<file path="config.mk">
export PLATFORM = sky130hd
export DESIGN_NAME = song_reader_flat
export DESIGN_NICKNAME = d
export VERILOG_FILES = /design/src/rtl/song_reader_pkg.sv /design/src/rtl/song_reader_if.sv /design/src/rtl/song_rom.sv /design/src/rtl/song_reader.sv /design/src/flat_wrapper.sv
export SDC_FILE = /design/constraint.sdc
export NUM_CORES = 1
export LEC_CHECK = 0
export BUFFER_PORTS_ARGS = -buffer_cell sky130_fd_sc_hd__buf_2
export CAP_MARGIN = 20
export CORE_UTILIZATION = 35
export DETAILED_ROUTE_END_ITERATION = 10
export HOLD_SLACK_MARGIN = 0.08
export PLACE_DENSITY = 0.52
export RECOVER_POWER = 25
export SLEW_MARGIN = 10
export SYNTH_ARGS = -nofsm -noshare
export SYNTH_HDL_FRONTEND = slang
export SYNTH_SLANG_ARGS = --single-unit
</file>
<file path="constraint.sdc">
create_clock -name clk -period 7.3 [get_ports clk]
set_input_delay 0.365 -clock clk [delete_from_list [all_inputs] [get_ports clk]]
set_output_delay 0.365 -clock clk [all_outputs]
set_load 0.01 [all_outputs]
</file>
<file path="src/rtl/song_reader_pkg.sv">
// song_reader shared types: widths, FSM states and the ROM word layout.
// Imported by the interface, the ROM and the reader itself.
package song_reader_pkg;

  localparam int SONG_W = 2;
  localparam int IDX_W  = 5;
  localparam int NOTE_W = 6;
  localparam int DUR_W  = 6;
  localparam int ADDR_W = SONG_W + IDX_W;

  localparam logic [DUR_W-1:0] END_MARKER = '0;

  typedef enum logic [2:0] {
    S_IDLE,
    S_FETCH,
    S_WAIT_ROM,
    S_WAIT_NOTE,
    S_NEXT,
    S_END
  } state_t;

  typedef struct packed {
    logic [NOTE_W-1:0] note;
    logic [DUR_W-1:0]  dur;
  } rom_word_t;

endpackage

</file>
<file path="src/rtl/song_reader_if.sv">
// Control-unit / note-player signals seen by the song reader.
// master drives play/song/note_done; slave is the reader.
interface song_reader_if;
  import song_reader_pkg::*;

  logic              play;
  logic              reset_player;
  logic [SONG_W-1:0] song;
  logic              note_done;
  logic              new_note;
  logic [NOTE_W-1:0] note;
  logic [DUR_W-1:0]  duration;
  logic              song_done;

  modport master (
    output play, reset_player, song, note_done,
    input  new_note, note, duration, song_done
  );

  modport slave (
    input  play, reset_player, song, note_done,
    output new_note, note, duration, song_done
  );

endinterface

</file>
<file path="src/rtl/song_rom.sv">
// Note ROM: four songs of 32 {note, duration} slots.
// Address is registered, so data follows addr by one cycle.
module song_rom
  import song_reader_pkg::*;
(
  input  logic              clk,
  input  logic              reset_n,
  input  logic [ADDR_W-1:0] addr,
  output rom_word_t         data
);

  logic [ADDR_W-1:0] addr_q;
  logic [SONG_W-1:0] s;
  logic [IDX_W-1:0]  i;

  always_ff @(posedge clk or negedge reset_n) begin
    if (!reset_n) addr_q <= '0;
    else          addr_q <= addr;
  end

  assign {s, i} = addr_q;

  // Song 0 and 1 run all 32 slots; song 2 ends at slot 3, song 3 at 16.
  always_comb begin
    data = '0;
    unique case (s)
      2'd0: begin
        data.note = NOTE_W'(i) * 6'd3 + 6'd1;
        data.dur  = DUR_W'(i % 5'd7) + 6'd1;
      end
      2'd1: begin
        if (i == 5'd0) begin
          data.note = 6'd20;
          data.dur  = 6'd8;
        end else if (i == 5'd2) begin
          data.note = 6'd0;
          data.dur  = 6'd4;
        end else begin
          data.note = NOTE_W'(i) + 6'd20;
          data.dur  = DUR_W'(i % 5'd5) + 6'd1;
        end
      end
      2'd2: begin
        if (i < 5'd3) begin
          data.note = NOTE_W'(i) + 6'd10;
          data.dur  = DUR_W'(i) + 6'd3;
        end else if (i == 5'd3) begin
          data.note = NOTE_W'(i);
          data.dur  = END_MARKER;
        end else begin
          data.note = NOTE_W'(i);
          data.dur  = 6'd1;
        end
      end
      2'd3: begin
        if (i < 5'd16) begin
          data.note = NOTE_W'(i) + 6'd40;
          data.dur  = 6'd2;
        end
      end
      default: data = '0;
    endcase
  end

endmodule

</file>
<file path="src/rtl/song_reader.sv">
// Walks the note ROM for the selected song and issues one note
// per new_note/note_done handshake, then pulses song_done.
module song_reader
  import song_reader_pkg::*;
(
  input  logic         clk,
  input  logic         reset_n,
  song_reader_if.slave bus
);

  state_t            state, state_n;
  logic [IDX_W-1:0]  index, index_n;
  logic [SONG_W-1:0] song_q, song_n;
  logic              new_q, new_n;
  logic              done_q, done_n;
  logic [NOTE_W-1:0] note_q, note_n;
  logic [DUR_W-1:0]  dur_q, dur_n;
  logic [ADDR_W-1:0] addr;
  rom_word_t         rom;

  assign addr = {song_q, index};

  song_rom u_rom (
    .clk     (clk),
    .reset_n (reset_n),
    .addr    (addr),
    .data    (rom)
  );

  always_ff @(posedge clk or negedge reset_n) begin
    if (!reset_n) begin
      state  <= S_IDLE;
      index  <= '0;
      song_q <= '0;
      new_q  <= 1'b0;
      done_q <= 1'b0;
      note_q <= '0;
      dur_q  <= '0;
    end else begin
      state  <= state_n;
      index  <= index_n;
      song_q <= song_n;
      new_q  <= new_n;
      done_q <= done_n;
      note_q <= note_n;
      dur_q  <= dur_n;
    end
  end

  always_comb begin
    state_n = state;
    index_n = index;
    song_n  = song_q;
    new_n   = 1'b0;
    done_n  = 1'b0;
    note_n  = note_q;
    dur_n   = dur_q;
    if (bus.reset_player) begin
      state_n = S_IDLE;
      index_n = '0;
      note_n  = '0;
      dur_n   = '0;
    end else begin
      unique case (state)
        S_IDLE: begin
          if (bus.play) begin
            song_n  = bus.song;
            state_n = S_FETCH;
          end
        end
        S_FETCH: state_n = S_WAIT_ROM;
        // Paused here the ROM keeps re-reading the same slot.
        S_WAIT_ROM: begin
          if (rom.dur == END_MARKER) begin
            done_n  = 1'b1;
            state_n = S_END;
          end else if (bus.play) begin
            new_n   = 1'b1;
            note_n  = rom.note;
            dur_n   = rom.dur;
            state_n = S_WAIT_NOTE;
          end
        end
        S_WAIT_NOTE: begin
          if (bus.note_done) state_n = S_NEXT;
        end
        S_NEXT: begin
          if (index == '1) begin
            done_n  = 1'b1;
            state_n = S_END;
          end else begin
            index_n = index + 1'b1;
            state_n = S_FETCH;
          end
        end
        S_END: state_n = S_END;
        default: state_n = S_IDLE;
      endcase
    end
  end

  assign bus.new_note  = new_q;
  assign bus.song_done = done_q;
  assign bus.note      = note_q;
  assign bus.duration  = dur_q;

endmodule
</file>
<file path="src/flat_wrapper.sv">
// flat-port wrapper written by rule: the top's interface ports become plain ports
module song_reader_flat import song_reader_pkg::*;
  (clk, reset_n, bus_play, bus_reset_player, bus_song, bus_note_done, bus_new_note, bus_note, bus_duration, bus_song_done);
  song_reader_if bus_i ();
  input  logic clk;
  input  logic reset_n;
  input wire logic [$bits(bus_i.play)-1:0] bus_play;
  input wire logic [$bits(bus_i.reset_player)-1:0] bus_reset_player;
  input wire logic [$bits(bus_i.song)-1:0] bus_song;
  input wire logic [$bits(bus_i.note_done)-1:0] bus_note_done;
  output wire logic [$bits(bus_i.new_note)-1:0] bus_new_note;
  output wire logic [$bits(bus_i.note)-1:0] bus_note;
  output wire logic [$bits(bus_i.duration)-1:0] bus_duration;
  output wire logic [$bits(bus_i.song_done)-1:0] bus_song_done;
  assign bus_i.play = bus_play;
  assign bus_i.reset_player = bus_reset_player;
  assign bus_i.song = bus_song;
  assign bus_i.note_done = bus_note_done;
  assign bus_new_note = bus_i.new_note;
  assign bus_note = bus_i.note;
  assign bus_duration = bus_i.duration;
  assign bus_song_done = bus_i.song_done;
  song_reader u_core (.clk(clk), .reset_n(reset_n), .bus(bus_i));
endmodule
</file>
After elaboration in Yosys (flattened, before gate mapping):

Cells that the tools add are included.
Widths: inputs -> output; s select.

* output and inout port bits: 14
* bits in registers: 31
* bits of input ports: 7

* bitwise logic cells: 1
* equal/unequal tests: 16
* div/mod/pow operators: 2
* order comparisons: 2
* multiply operators: 1
* add/subtract/negate cells: 8
* muxes and demuxes: 32
* reduce and logical (&&, ||, !) cells: 11

Operators with widths (count)
* $mux 12: 4
* $mux 6: 8
* $pmux 12 s4: 1
* $add 6x1->6 const B: 3
* $mux 3: 6
* $pmux 3 s6: 1
* $mux 5: 3
* $mod 5x3->6 const B: 2
* $eq 5x2->1 const B: 2
* $reduce_and 3->1: 3
* $mux 1: 8
* $add 5x2->6 const B: 1
* $add 5x4->6 const B: 1
* $add 5x5->6 const B: 1
* $add 5x6->6 const B: 1
* $eq 3x2->1 const B: 2
* $eq 3x3->1 const B: 2
* $logic_not 6->1: 1
* $mul 5x2->6 const B: 1
* $ne 3x3->1 const B: 2
* $reduce_bool 2->1: 3
* $add 5x1->5 const B: 1
* $eq 5x5->1 const B: 1
* $logic_not 5->1: 1
* other kinds (12): 14

Depth between registers and ports, before layout:

Gate-level depths: netlist of the first run.

* depth in word-level cells: 9
* gate-level depth with buffers: 31
* depth with buffers taken out: 25

Modules after synthesis:

A second synthesis of the first run with hierarchy kept.

* cells, all modules: 391
* area, all modules: 3333.2 µm²

Modules (own cells, without submodules)
* song_rom: area an instance 2120.8 µm², instances 1, seq. area each 175.2 µm², cells an instance 277
* song_reader: area an instance 1212.4 µm², instances 1, seq. area each 600.6 µm², cells an instance 114

Worst setup path after synthesis of the first run:

OpenSTA, ideal clock, no wires.

* path kind: register to register
* from: register u_core.u_rom.addr_q[2]
* to: register u_core.dur_q[2] (netlist: u_core.bus.duration[2])
* path slack: 1.203 ns
* period minus slack after synthesis: 6.097 ns
* required time: 7.220 ns
* arrival time: 6.017 ns
* buffers on the path: 6
* library setup time: 0.080 ns
* cell stages (with the launch flop): 30
* path through: dfrtp_1 clkbuf_1 clkbuf_1 inv_1 ha_1 inv_1 ha_1 buf_2 a311o_1 and3_1 clkbuf_1 inv_1 ha_1 clkbuf_1 o221ai_2 nor2_1 xnor2_1 ha_1 clkbuf_1 nor2b_1 o21ai_1 o21ai_0 ha_1 nand3b_1 a21oi_1 nor3_1 o2111ai_1 or4_4 or4_1 o211ai_2

* cells in the longest elaborated chain, start to end: 9

RTL lines
* start, declared: RTL line song_rom.sv:12 `logic [ADDR_W-1:0] addr_q;`
* start signal, assigned: RTL line song_rom.sv:18 `else addr_q <= addr;`
* $mod 5x3->6: RTL line song_rom.sv:40 `data.dur = DUR_W'(i % 5'd5) + 6'd1;`
* $add 6x1->6: RTL line song_rom.sv:40
* $mux 12: RTL line song_rom.sv:35 `end else if (i == 5'd2) begin`
* $mux 12: RTL line song_rom.sv:32 `if (i == 5'd0) begin`
* $pmux 12 s4 (*): RTL line song_rom.sv:26 `unique case (s)`
* parallel branches: the longest is 4 deep, another holds $logic_not 6->1
* end signal, assigned: RTL line song_reader.sv:46 `dur_q <= dur_n;`
* end, declared: RTL line song_reader.sv:17 `logic [DUR_W-1:0] dur_q, dur_n;`

Every way passes the cells marked *. The select of a mux whose other input is x is not followed.
A chain may end at the register's enable or synchronous reset.

Worst setup path in the final report of the first run:

Ends and elaborated chain as after synthesis.

==> results.ini, run 1 <==
[global_route]
grt_pass1_wl_mm = 18.3
overflow = 0
grt_pass1_vias = 3632
grt_antenna_before_repair = 0
grt_max_degree = 32
gr-usage-all-layers_pct = 20.2

[synth]
synth-seq-area-share_pct = 20.4
synth_top_cells_by_area = dfrtp_1 20%, ha_1 9.8%, nor2_1 4.4%, a21oi_1 4.1%, nand2_1 3.3%
yosysTopAreaCellShare_pct = 20.4
synthAdderAreaFrac_pct = 10.4
yosys_most_used_dff = dfrtp_1
synth_edf_count = 0
synth_commonest_cells = 45 x nor2_1, 34 x nand2_1, 31 x a21oi_1, 31 x dfrtp_1, 30 x ha_1
syn_inst = 483
syn-num-nets = 521
synth_warnings = 0
synthSimpleGateAreaFrac_pct = 24.2
synth_compound_area_share_pct = 31.2
synth-xor-area-share_pct = 4.50
synth.most_common_cell = nor2_1
netlist_area_mm2 = 0.00381
synth_top_area_cell = dfrtp_1
syn_area_per_cell_um2 = 7.89
ys_types = 79
synth_seq_cells = 31
synthArstFlopShare_pct = 100
synthMuxAreaShare_pct = 4.40
synth_top_family_by_area = compound AO/OA/AOI/OAI gates

[placed_design]
dpl.hpwl_mm = 8.26
globalplace.congestion = 0.881
port_buffers = 20

[drt]
drtIter0Drc = 247
ant_nets = 0
vias = 3791
via_per_inst = 6.03
avgRoutedWirePerCell_um = 17.3
wirelength_mm = 10.9
route.detailed.drc = 0
firstDrtPassIters = 5

[power_and_ir_drop]
leakagePower_nw = 1.79
power_density_mw_per_mm2 = 154
vdd_ir_drop_max_v = 0.000164
total_power_mw = 0.642

[worst_setup_path]
worstPathRequired_ns = 7.51
cp-start-kind = register
rr_worst_depth = 23
worstPathArrival_ns = 6.75
crit_path_end_kind = register
r2r_slack_ns = 0.76
rr_startpoint = u_core.u_rom.addr_q[2]$_DFF_PN0_
r2r-end = u_core.bus.duration[2]$_DFFE_PN0P_
worstPathMaxFanout = 10
path_class = register to register

[die]
rows = 37
dieArea_mm2 = 0.0113
dieHeight_um = 106
coreArea_mm2 = 0.0105
start_util_pct = 36.4
die_w_um = 106
ioPinCount = 21

[timing]
fin_crit_sh_pct = 89.5
max_slew_margin_pct = -7.42
finalCriticalPeriod_ns = 6.54
whs_ns = 0.318
slew_violations = 32
setup-tns-final_ns = 0
rsz0062_at_grt = no
fin_worst_skew_ns = 0.00971
worst_pin_slew_ns = 1.61
hold_violations = 0
finalSetupViolations = 0
max_freq_mhz = 153

[status]
status = finished with violations
violations = max-capacitance violations, max-slew violations

[clock_tree]
cts_setup_buffers = 0
cts_tree = done
numClockSinks = 31
cts_resized = 0
hold_buffers = 0
clkLatencyLatePin_ns = 0.29
clockBufferDepth = 2
clk_pin_slew_ns = 0.07
h-tree-depth = 2
root_buffer = clkbuf_8
cts_inserted_buffers = 5

[cells_and_area]
multi_input_area_mm2 = 0.00285
regArea_um2 = 776
fillers = 1117
areaGrowthSynthToFinish_pct = 9.06
nets = 530
antennaDiodeCount = 0
layout-drive-gt1-share_pct = 12.6

[min_path]
holdPathEnd = u_core.song_q[1]$_DFFE_PN0P_
worst_hold_startpoint = bus_song[1]
whs_path_depth = 2
hold_path.class = input port to register

[job]
maxCapViolCount = 1

## logic make-up (layout without fill, tap and decap cells)
group	Yosys count	count (layout)
compound gates	162	162
simple gates	176	176
fa+ha+maj	31	31
flops	31	31
xor+xnor	18	18
mux	16	16
buf+inv	49	59
## power by group
part | switching (mW) | total (mW) | internal (mW)
logic | 0.156 | 0.245 | 0.0882
clock network | 0.0648 | 0.175 | 0.110
registers | 0.0324 | 0.222 | 0.190
total | 0.254 | 0.642 | 0.388
## cell usage in the layout (no fill, tap or decap), types with 4 or more instances in the layout
| master | count |
|---|---|
| a21o_1 | 6 |
| o311a_1 | 4 |
| inv_1 | 20 |
| and2_1 | 4 |
| nor2b_1 | 12 |
| nor2_1 | 45 |
| nand2_1 | 34 |
| o2111ai_1 | 4 |
| o221ai_1 | 4 |
| and3_1 | 9 |
| clkbuf_8 | 6 |
| mux2i_1 | 10 |
| or3_1 | 10 |
| buf_2 | 19 |
| buf_4 | 8 |
| mux2_2 | 6 |
| o211ai_1 | 8 |
| xnor2_1 | 14 |
| o22ai_1 | 8 |
| a31oi_1 | 8 |
| o21ai_1 | 6 |
| o21ai_0 | 25 |
| a311oi_1 | 7 |
| a21oi_1 | 31 |
| nand4_1 | 7 |
| a211oi_1 | 6 |
| nand3_1 | 18 |
| dfrtp_1 | 31 |
| nor3_1 | 9 |
| ha_1 | 30 |
| o21a_1 | 6 |
## critical path: stages, from the launching register on
cell	delay [ns]
dfrtp_1	0.53
inv_1	0.21
ha_1	0.24
inv_1	0.05
ha_1	0.32
a311o_1	0.25
and3_1	0.31
inv_1	0.13
ha_1	0.31
o221ai_2	0.36
nor2_1	0.12
xnor2_1	0.28
ha_1	0.40
nor2b_1	0.24
o21ai_1	0.12
o21ai_0	0.40
ha_1	0.32
nand3b_1	0.13
a21oi_1	0.06
nor3_1	0.33
o2111ai_1	0.23
or4_4	0.50
or4_1	0.50
o211ai_2	0.09
## state kept, by name (all words and copies together) (netlist names)
signal and flops:
u_core.u_rom.addr_q 7, u_core.state 3, u_core.bus.new_note 1, u_core.bus.duration 6
u_core.index 5, u_core.bus.note 6, u_core.song_q 2, u_core.bus.song_done 1
## layout make-up
cell class | count | area share [%]
tap | 136 | 4.09
clock inverter | 2 | 0.843
clock buffer | 6 | 1.99
multi-input combinational | 403 | 68.5
sequential | 31 | 18.7
inverter | 23 | 2.08
timing repair buffer | 28 | 3.82
## metrics by stage
step           util (%)  std cells  cell area [um^2]  setup slack, ns
5_1_grt            39.7        629              4160            0.249
2_1_floorplan         -        483              3810             1.20
3_3_place_gp       38.6        621              4040            0.967
3_5_place_dp       38.6        621              4040            0.823
6_report           39.7        629              4160            0.763
4_1_cts            39.7        629              4160            0.802
## routing by layer
layer / vias up / GRT usage (%) / wire (um)
met5: - / 0 / 0
li1: 1848 / - / -
met2: 101 / 33.2 / 5050
met1: 1824 / 27.4 / 5240
met4: 0 / 7.34 / 222
met3: 18 / 1.66 / 369
## worst max-delay path by stage
stage,from,end,slack (ns),depth (start not counted)
3_3_place_gp,u_core.u_rom.addr_q[2]$_DFF_PN0_,u_core.bus.duration[2]$_DFFE_PN0P_,0.97,23
3_5_place_dp,u_core.u_rom.addr_q[2]$_DFF_PN0_,u_core.bus.duration[2]$_DFFE_PN0P_,0.82,23
4_1_cts,u_core.u_rom.addr_q[2]$_DFF_PN0_,u_core.bus.duration[2]$_DFFE_PN0P_,0.80,23
5_1_grt,u_core.u_rom.addr_q[2]$_DFF_PN0_,u_core.bus.duration[2]$_DFFE_PN0P_,0.25,23
6_report,u_core.u_rom.addr_q[2]$_DFF_PN0_,u_core.bus.duration[2]$_DFFE_PN0P_,0.76,23
2_1_floorplan,u_core.u_rom.addr_q[2]$_DFF_PN0_,u_core.bus.duration[2]$_DFFE_PN0P_,1.20,29
No activity file was read; power rests on OpenSTA's default activity.
==> run 2, diff against run 1 <==
- ABC_AREA: not set -> 1
==> run 2 against run 1 <==
Against the previous run:
- the flow still finishes with violations (max-capacitance violations, max-slew violations)
- clock power about the same
- core utilization grew 0.34 points
- largest cell class unchanged
- critical endpoint is now u_core.bus.note[4]$_DFFE_PN0P_
- critical path type unchanged
- fmax is 20% higher
- synthesized cell count grew 0.21%
- combinational power hardly changed
- non-clock buffer count fell by 7
- count of clock-buffer cells in the layout is the same
- critical path depth rose by 9
==> results.ini, run 2 <==
[status]
status = finished with violations
violations = max-capacitance violations, max-slew violations

[power_and_ir_drop]
switching_power_mw = 0.252
p_comb_share_pct = 38.2
power_switching_share_pct = 39.4
leakagePower_nw = 1.91
vdd_ir_drop_max_v = 0.000106
intPower_mw = 0.387
clockPowerShare_pct = 27.3
total_power_mw = 0.639
power_density_mw_per_mm2 = 173
pwr-share-seq_pct = 34.5

[synth]
synth_edf_count = 0
ys_types = 44
synth.most_common_cell = nand2_1
synth_commonest_cells = 114 x nand2_1, 60 x inv_1, 60 x nand3_1
syn-num-nets = 522
synth_top_cells_by_area = dfrtp_1 23%, nand2_1 13%, ha_1 11%, nand3_1 9.0%, inv_1 6.7%
syn_area_per_cell_um2 = 6.92
synth-seq-area-share_pct = 23.2
yosys_most_used_dff = dfrtp_1
synth_warnings = 0
syn_inst = 484
yosysTopAreaCellShare_pct = 23.2
synth_seq_cells = 31
synthArstFlopShare_pct = 100
netlist_area_mm2 = 0.00335
synth_top_area_cell = dfrtp_1

[cells_and_area]
largest_register_ffs = 7
layout_common_cells = 114 x nand2_1, 60 x inv_1, 60 x nand3_1
nets = 545
multi_input_area_mm2 = 0.00228
fillers = 977
largest_register = u_core.u_rom.addr_q
regArea_um2 = 776
antennaDiodeCount = 0
layoutNonFillerInstCount = 637
final_common_cell = nand2_1
areaGrowthSynthToFinish_pct = 10.5
layout-drive-gt1-share_pct = 17.3

[timing]
max_slew_margin_pct = -10.9
hold_violations = 0
finalSetupViolations = 0
setup-tns-final_ns = 0
fin_worst_skew_ns = 0.00901
whs_ns = 0.299
rsz0062_at_grt = no
max_freq_mhz = 183
worst_pin_slew_ns = 1.66
finalCriticalPeriod_ns = 5.46
slew_violations = 32
fin_crit_sh_pct = 74.8
setup_ws_ns = 1.84

[drt]
wirelength_mm = 8.49
drtIter0Drc = 172
avgRoutedWirePerCell_um = 13.3
route.detailed.drc = 0
vias = 3170
ant_nets = 0
firstDrtPassIters = 5
via_per_inst = 4.98

[worst_setup_path]
r2r_slack_ns = 1.84
path_class = register to register
rr_worst_depth = 32
max_stage_delay_ns = 0.75
crit_top_cell = nand2_1
cp_slowest_cell = dfrtp_1
cp-start-kind = register
crit_path_end_kind = register
rr_startpoint = u_core.u_rom.addr_q[0]$_DFF_PN0_
worstPathArrival_ns = 5.63
r2r-end = u_core.bus.note[4]$_DFFE_PN0P_
worstPathMaxFanout = 14
worstPathRequired_ns = 7.47

[placed_design]
port_buffers = 20
dpl_worst_slack_ns = 1.89
dp_cells = 629
globalplace.congestion = 0.880
dpl.hpwl_mm = 6.74

[global_route]
gr-usage-all-layers_pct = 18.7
grt_pass1_vias = 3115
grt_max_degree = 32
grt_pass1_wl_mm = 15.0
grt_antenna_before_repair = 0
overflow = 0

[die]
die_w_um = 99.8
ioPinCount = 21
start_util_pct = 36.3
dieHeight_um = 99.8
coreArea_mm2 = 0.00924
rows = 35
dieArea_mm2 = 0.00997

[clock_tree]
numClockSinks = 31
clk_pin_slew_ns = 0.07
cts_resized = 0
root_buffer = clkbuf_8
clockBufferDepth = 2
cts_inserted_buffers = 5
h-tree-depth = 2
cts_tree = done
clkLatencyLatePin_ns = 0.28
hold_buffers = 0
cts_setup_buffers = 0

[min_path]
worst_hold_startpoint = bus_reset_player
hold_path.class = input port to register
whs_path_depth = 2
holdPathEnd = u_core.bus.song_done$_DFF_PN0_

[job]
maxCapViolCount = 1

==> run 2: cell count changes after synthesis, sizes merged, moves of 12 or more <==
cell	before	now
nand3	18	77
clkbuf	21	0
xnor2	14	2
nand2	34	132
inv	21	68
nor2b	12	0
==> run 2: metrics by stage <==
| step | util, % | cell area [um^2] |
|---|---|---|
| after floorplan | - | 3350 |
| after global placement | 38.8 | 3590 |
| after detailed placement | 38.8 | 3590 |
| after CTS | 40.1 | 3700 |
| after global routing | 40.1 | 3700 |
| final | 40.1 | 3700 |
==> run 2: kinds of logic after synthesis <==
kind of cell	after synthesis	synth area share, %
AO/OA/AOI/OAI	68	11.9
XOR/XNOR	5	1.53
adder cells (fa/ha/maj)	31	11.8
buffers and inverters	74	8.74
flip-flops	31	23.2
multiplexers	2	0.672
AND/OR/NAND/NOR	273	42.2
==> run 2: worst max path at each step <==
stage                                          start  cells after the start                                  to  slack [ns]
global placement    u_core.u_rom.addr_q[0]$_DFF_PN0_                     32  u_core.bus.duration[0]$_DFFE_PN0P_        2.09
finish              u_core.u_rom.addr_q[0]$_DFF_PN0_                     32      u_core.bus.note[4]$_DFFE_PN0P_        1.84
floorplan           u_core.u_rom.addr_q[2]$_DFF_PN0_                     35  u_core.bus.duration[1]$_DFFE_PN0P_        2.78
detailed placement  u_core.u_rom.addr_q[0]$_DFF_PN0_                     32  u_core.bus.duration[4]$_DFFE_PN0P_        1.89
global route        u_core.u_rom.addr_q[0]$_DFF_PN0_                     32      u_core.bus.note[4]$_DFFE_PN0P_        1.21
CTS                 u_core.u_rom.addr_q[0]$_DFF_PN0_                     32  u_core.bus.duration[4]$_DFFE_PN0P_        1.89
==> run 2: cell type report <==
cell class	instances	area share, %
Clock inverter	2	0.946
Tap cell	129	4.36
Timing Repair Buffer	21	2.87
Sequential cell	31	21.0
Inverter	69	7.00
Clock buffer	6	2.23
Multi-Input combinational cell	379	61.6
==> run 2: routing by layer <==
metal	global-route usage, %	share of wire (%)
met2	30.3	45
met1	25.8	50
met5	0	0
met4	6.67	2.6
met3	2.02	2.5
==> run 2: power by group through the flow <==
stage	Combinational [mW]	Sequential [mW]	Clock, mW
after CTS	0.243	0.220	0.179
after global placement	0.243	0.223	0
after detailed placement	0.242	0.223	0
after floorplan	0.181	0.219	0
after global routing	0.280	0.225	0.185
final	0.244	0.220	0.174
==> run 2: critical path: cells and delay by family, from the launching register on <==
kind,cells,cell delay (ns)
AND/OR/NAND/NOR,20,2.37
adder cells (fa/ha/maj),4,0.97
buffers and inverters,6,0.75
flip-flops,1,0.75
AO/OA/AOI/OAI,2,0.50
